## config.mk

```make
export PLATFORM = sky130hd
export DESIGN_NAME = fxp_mul_arb_flat
export DESIGN_NICKNAME = d
export VERILOG_FILES = /design/src/rtl/fxp_mul_arb_if.sv /design/src/rtl/fxp_mul_arb.sv /design/src/flat_wrapper.sv
export SDC_FILE = /design/constraint.sdc
export NUM_CORES = 1
export LEC_CHECK = 0
export BUFFER_PORTS_ARGS = -buffer_cell sky130_fd_sc_hd__buf_2
export CAP_MARGIN = 30
export CORE_UTILIZATION = 57
export CTS_CLUSTER_SIZE = 28
export DETAILED_ROUTE_END_ITERATION = 10
export GPL_ROUTABILITY_DRIVEN = 1
export PLACE_DENSITY = 0.91
export SYNTH_ARGS = -nofsm -noshare
export SYNTH_HDL_FRONTEND = slang
export SYNTH_SLANG_ARGS = --single-unit
```

## constraint.sdc

```tcl
create_clock -name clk -period 7.2 [get_ports clk]
set_input_delay 1.08 -clock clk [delete_from_list [all_inputs] [get_ports clk]]
set_output_delay 1.08 -clock clk [all_outputs]
set_load 0.02 [all_outputs]
```

## src/rtl/fxp_mul_arb_if.sv

```systemverilog
// Request/result bundle between four requesters, one consumer and the
// fixed-point multiplier arbiter.
interface fxp_mul_arb_if;
    logic [3:0]  req_valid;
    logic [31:0] req_a;
    logic [31:0] req_b;
    logic [3:0]  req_ready;
    logic        res_valid;
    logic [7:0]  res_data;
    logic [1:0]  res_id;
    logic        res_ready;

    modport master (
        output req_valid, req_a, req_b, res_ready,
        input  req_ready, res_valid, res_data, res_id
    );

    modport slave (
        input  req_valid, req_a, req_b, res_ready,
        output req_ready, res_valid, res_data, res_id
    );
endinterface

```

## src/rtl/fxp_mul_arb.sv

```systemverilog
// Round-robin arbiter feeding a single signed Q4.4 multiplier that returns a
// rounded 8-bit integer product; one operation in flight at a time.
module fxp_mul_arb (
    input  logic              clk,
    input  logic              rst,
    fxp_mul_arb_if.slave      bus,
    output logic [7:0]        ops_done
);
    typedef enum logic [1:0] {IDLE, MUL, RESP} state_t;

    state_t      state;
    state_t      state_next;
    logic [1:0]  last_grant;
    logic [1:0]  cand;
    logic [1:0]  grant_idx;
    logic        grant_found;
    logic [7:0]  op_a;
    logic [7:0]  op_b;
    logic [1:0]  op_id;
    logic [7:0]  mag_a;
    logic [7:0]  mag_b;
    logic [15:0] prod;
    logic [7:0]  rounded;
    logic [7:0]  product;

    // 0x80 negates to 0x80, which read unsigned is the correct magnitude 128.
    assign mag_a   = op_a[7] ? (~op_a + 8'd1) : op_a;
    assign mag_b   = op_b[7] ? (~op_b + 8'd1) : op_b;
    assign prod    = 16'(mag_a) * 16'(mag_b);
    assign rounded = prod[15:8] + 8'(prod[7]);
    assign product = (op_a[7] ^ op_b[7]) ? (~rounded + 8'd1) : rounded;

    // Search starts one past the last winner and wraps through all four.
    always_comb begin
        // NOTE: every variable gets a default before any branch so none infers a latch.
        grant_found = 1'b0;
        grant_idx   = 2'd0;
        cand        = 2'd0;
        for (int k = 1; k <= 4; k++) begin
            cand = last_grant + 2'(k);
            if (!grant_found && bus.req_valid[cand]) begin
                grant_found = 1'b1;
                grant_idx   = cand;
            end
        end
    end

    always_comb begin
        state_next    = state;
        bus.req_ready = 4'b0000;
        case (state)
            IDLE: begin
                if (grant_found && !rst) begin
                    bus.req_ready = 4'b0001 << grant_idx;
                    state_next    = MUL;
                end
            end
            MUL:  state_next = RESP;
            RESP: if (bus.res_ready) state_next = IDLE;
            default: state_next = IDLE;
        endcase
    end

    always_ff @(posedge clk) begin
        // NOTE: non-blocking assignments so every register samples pre-edge values.
        if (rst) begin
            state         <= IDLE;
            last_grant    <= 2'd3;
            op_a          <= 8'h00;
            op_b          <= 8'h00;
            op_id         <= 2'd0;
            bus.res_valid <= 1'b0;
            bus.res_data  <= 8'h00;
            bus.res_id    <= 2'd0;
            ops_done      <= 8'h00;
        end else begin
            state <= state_next;
            case (state)
                IDLE: begin
                    if (grant_found) begin
                        op_a       <= bus.req_a[8*grant_idx +: 8];
                        op_b       <= bus.req_b[8*grant_idx +: 8];
                        op_id      <= grant_idx;
                        last_grant <= grant_idx;
                    end
                end
                MUL: begin
                    bus.res_data  <= product;
                    bus.res_id    <= op_id;
                    bus.res_valid <= 1'b1;
                end
                RESP: begin
                    if (bus.res_ready) begin
                        bus.res_valid <= 1'b0;
                        ops_done      <= ops_done + 8'd1;
                    end
                end
                default: ;
            endcase
        end
    end
endmodule
```

## src/flat_wrapper.sv

```systemverilog
// flat-port wrapper written by rule: the top's interface ports become plain ports
module fxp_mul_arb_flat 
  (clk, rst, ops_done, bus_req_valid, bus_req_a, bus_req_b, bus_res_ready, bus_req_ready, bus_res_valid, bus_res_data, bus_res_id);
  fxp_mul_arb_if bus_i ();
  input  logic clk;
  input  logic rst;
  output logic [7:0] ops_done;
  input wire logic [$bits(bus_i.req_valid)-1:0] bus_req_valid;
  input wire logic [$bits(bus_i.req_a)-1:0] bus_req_a;
  input wire logic [$bits(bus_i.req_b)-1:0] bus_req_b;
  input wire logic [$bits(bus_i.res_ready)-1:0] bus_res_ready;
  output wire logic [$bits(bus_i.req_ready)-1:0] bus_req_ready;
  output wire logic [$bits(bus_i.res_valid)-1:0] bus_res_valid;
  output wire logic [$bits(bus_i.res_data)-1:0] bus_res_data;
  output wire logic [$bits(bus_i.res_id)-1:0] bus_res_id;
  assign bus_i.req_valid = bus_req_valid;
  assign bus_i.req_a = bus_req_a;
  assign bus_i.req_b = bus_req_b;
  assign bus_i.res_ready = bus_res_ready;
  assign bus_req_ready = bus_i.req_ready;
  assign bus_res_valid = bus_i.res_valid;
  assign bus_res_data = bus_i.res_data;
  assign bus_res_id = bus_i.res_id;
  fxp_mul_arb u_core (.clk(clk), .rst(rst), .bus(bus_i), .ops_done(ops_done));
endmodule
```

==> results by group <==
Power
  – Peak VDD IR: 0.1254 mV
  – Leakage power: 2.601 nW
  – PwrDens: 251.2 nW/um^2

Timing
  – Worst Setup Slack, final: 0.4518 ns
  – Period utilisation layout: 0.9372
  – RSZ-0062 raised after global routing: false
  – Hold slack: 0.4653 ns
  – Tmin final: 6.748 ns
  – F_max: 148.2 MHz
  – Setup TNS: 0 ns
  – Max-slew violations: 0
  – Final Hold Fails: 0
  – Slew HR: 0.3620
  – Worst Skew: 0.01415 ns
  – Final Setup Violations: 0
  – Worst slew pin tran: 0.9550 ns

Floorplan
  – # IOs: 94
  – Die W: 93.12 um
  – Rows: 32
  – Die area: 8670 sq um
  – Starting density of the core: 0.5999
  – CORE AREA: 7888 sq um
  – Die Height: 93.12 um

Synth
  – Post-synthesis register bit count: 41
  – Dominant cells by area after synthesis: dfxtp_1, fa_1, ha_1
  – Post-Syn Nets: 765
  – Synth Warn #: 0
  – Leading area contributor after synthesis: dfxtp_1
  – Post-Syn Instances: 620
  – Top FF cell, synth: dfxtp_1
  – Seq/Total Area, Yosys: 0.1735
  – Unique masters post-synth: 63
  – Post-synth EDFFs: 0
  – Top-area cell type share of the netlist area: 0.1735
  – Async SR Flop Fraction: 0
  – Post-Syn Area: 4732 sq um
  – Avg Inst Size Synth: 7.632 sq um

Layout
  – Final nets: 846
  – Fraction of layout cells with a size suffix above 1: 0.1966
  – Diode count: 0
  – Area grow syn2layout: 15.60%
  – Final core occ: 0.6935

Worst setup path
  – Required time of the critical path: 7.42 ns
  – Worst EP arrival: 6.97 ns
  – Peak fanout along the critical path: 8
  – CP max stage cell: fa_1
  – Family with the most delay on the worst path: adder cells
  – Worst Path Buf+Inv: 3
  – Critical path launch point type: register
  – CP peak stage delay: 0.55 ns
  – Critical path class: register to register
  – CP endpoint kind: register

Placement
  – Worst slack, placed: 0.3928 ns
  – Post-DP HPWL: 9537 um
  – # port buffers: 93
  – RePlAce Congestion: 0.9911

Detailed routing
  – Routed wire per std cell: 15.11 um
  – Remaining DRCs: 0
  – DRT iter0 DRCs: 277
  – Vias post-DR: 4640
  – ANT nets after route: 0
  – Drt total wl: 12150 um
  – First-pass DRT Iterations: 6
  – Vias/cell: 5.771

Global routing
  – Initial antenna violation count: 0
  – Largest net degree at the start of global routing: 44
  – Vias in the first global route: 4575
  – Grt ovf: 0
  – Overall global routing resource usage: 0.2919
  – First-pass GRT wire length: 20560 um

Outcome
  – Status: finished, final reports clean

CTS
  – Total CTS buffers: 5
  – CTS tree: yes
  – CTS clk-pin slew, worst paths: 0.09 ns
  – Clk Tree Root Cell: clkbuf_8
  – Clk buf depth: 2
  – Clk sink count: 41
  – Htree depth: 2
  – Clk_lat worst skew: 0.30 ns

Flow run
  – Max-Cap Viols: 0

Worst hold path
  – Hold Crit Class: register to register
## layout make-up
| class | instances | area [sq um] |
|---|---|---|
| flip-flops and latches | 41 | 820.8 |
| fillers | 627 | 2417 |
| inverters | 53 | 198.9 |
| repair buffers | 97 | 495.5 |
| multi-input cells | 503 | 3690 |
| clock buffers | 5 | 68.82 |
| well taps | 102 | 127.6 |
| clock inverters | 3 | 68.82 |
## worst reg2reg max path, stage by stage (launching register included)
cell	delay, ns
dfxtp_1	0.38
inv_1	0.19
ha_1	0.20
nand2_1	0.08
o31ai_2	0.27
xor2_2	0.19
or2_2	0.34
fa_1	0.50
fa_1	0.52
fa_1	0.51
fa_1	0.55
inv_1	0.04
ha_1	0.35
and4_1	0.21
a21oi_1	0.22
o21ai_0	0.16
nor2_1	0.14
xnor2_1	0.14
ha_1	0.21
ha_1	0.24
nand4b_1	0.24
buf_4	0.22
xor2_1	0.14
o31ai_1	0.32
xnor2_1	0.12
o31ai_1	0.18
## cells by family after synthesis
family,after synthesis,share of synthesized area
AO/OA/AOI/OAI,99,0.1494
flip-flops,41,0.1735
multiplexers,4,0.01190
XOR/XNOR,37,0.07007
adder cells (fa/ha/maj),74,0.2512
buffers and inverters,76,0.06213
AND/OR/NAND/NOR,289,0.2819
## power breakdown
group	total (W)	internal [W]	switching, W	leakage (nW)
logic	0.000850	0.000329	0.000521	2.20
clock network	0.000226	0.000140	0.0000864	0.0687
registers	0.000298	0.000258	0.0000396	0.336
total	0.00137	0.000727	0.000647	2.60
## layer usage
metal,up-vias,track usage,share of wire
met3,30,0.03496,0.058
met4,0,0.07179,0.022
met2,208,0.5184,0.50
met1,2161,0.3757,0.42
met5,-,0,0
li1,2241,-,-
## flip-flops by register name, summed over array words and instances (netlist names)
register and cells:
u_core.ops_done 8, u_core.bus.res_valid 1, u_core.op_id 2, u_core.op_b 8, u_core.last_grant 2, u_core.state 2
u_core.op_a 8, u_core.bus.res_data 8, u_core.bus.res_id 2
## cell usage in the layout (no fill, tap or decap), types with 3 or more instances in the layout
| master | count |
|---|---|
| xor2_1 | 15 |
| nand2b_1 | 10 |
| nor3_1 | 4 |
| nand3_1 | 9 |
| nand2_1 | 101 |
| or3_1 | 3 |
| nand3b_1 | 5 |
| nand4_1 | 5 |
| xor2_2 | 3 |
| a21oi_1 | 32 |
| dfxtp_1 | 41 |
| ha_1 | 39 |
| o31ai_1 | 4 |
| xnor2_1 | 16 |
| buf_2 | 93 |
| nor2b_1 | 8 |
| o21ai_0 | 11 |
| a311oi_1 | 17 |
| inv_1 | 53 |
| and3_1 | 21 |
| a211oi_1 | 4 |
| a21o_1 | 4 |
| buf_4 | 4 |
| fa_1 | 35 |
| xnor2_2 | 3 |
| nor2_1 | 98 |
| clkbuf_8 | 5 |
| or2_2 | 13 |
## metrics by stage
step / cell area [sq um] / total power [W] / std cells
2_1_floorplan: 4732 / 0.0009093 / 620
3_3_place_gp: 5270 / 0.001075 / 795
3_5_place_dp: 5270 / 0.001118 / 795
4_1_cts: 5408 / 0.001348 / 803
5_1_grt: 5470 / 0.001495 / 804
6_report: 5470 / 0.001374 / 804
## synth_stat cells, drive strengths merged, types with 2 or more instances
master and n:
inv 53, o21ai 11, or3 3, nor4 2
o41ai 2, or4 2, a31oi 2, nand4 5
o21a 2, buf 3, o22ai 2, nor2 98
nand3b 5, a311oi 17, or2 13, a211oi 5
a21oi 32, a21o 4, clkbuf 20, xnor2 19
nand2b 10, fa 35, nand4b 2, nor3 5
xor2 18, a21boi 2, a211o 2, mux2i 4
o211ai 2, and3 21, o31a 2, o31ai 5
o311ai 2, dfxtp 41, ha 39, nor2b 8
nand3 9, nand2 101
## worst paths after layout
| kind | from | endpoint | slack (ns) | cells past startpoint |
|---|---|---|---|---|
| setup / recovery | u_core.op_b[0]$_SDFFE_PP0P_ | u_core.bus.res_data[6]$_SDFFE_PP0P_ | 0.45 | 25 |
| hold / removal | u_core.bus.res_data[3]$_SDFFE_PP0P_ | u_core.bus.res_data[3]$_SDFFE_PP0P_ | 0.47 | 2 |
| setup reg to reg | u_core.op_b[0]$_SDFFE_PP0P_ | u_core.bus.res_data[6]$_SDFFE_PP0P_ | 0.45 | 25 |
| hold reg to reg | u_core.bus.res_data[3]$_SDFFE_PP0P_ | u_core.bus.res_data[3]$_SDFFE_PP0P_ | 0.47 | 2 |
## repair_timing
| action | CTS | global route |
|---|---|---|
| buffers inserted | 0 | 1 |
| setup endpoints to repair | 0 | 2 |
| hold buffers | 0 | 0 |
| gates resized for setup | 0 | 8 |
(Power assumes the default switching activity.)
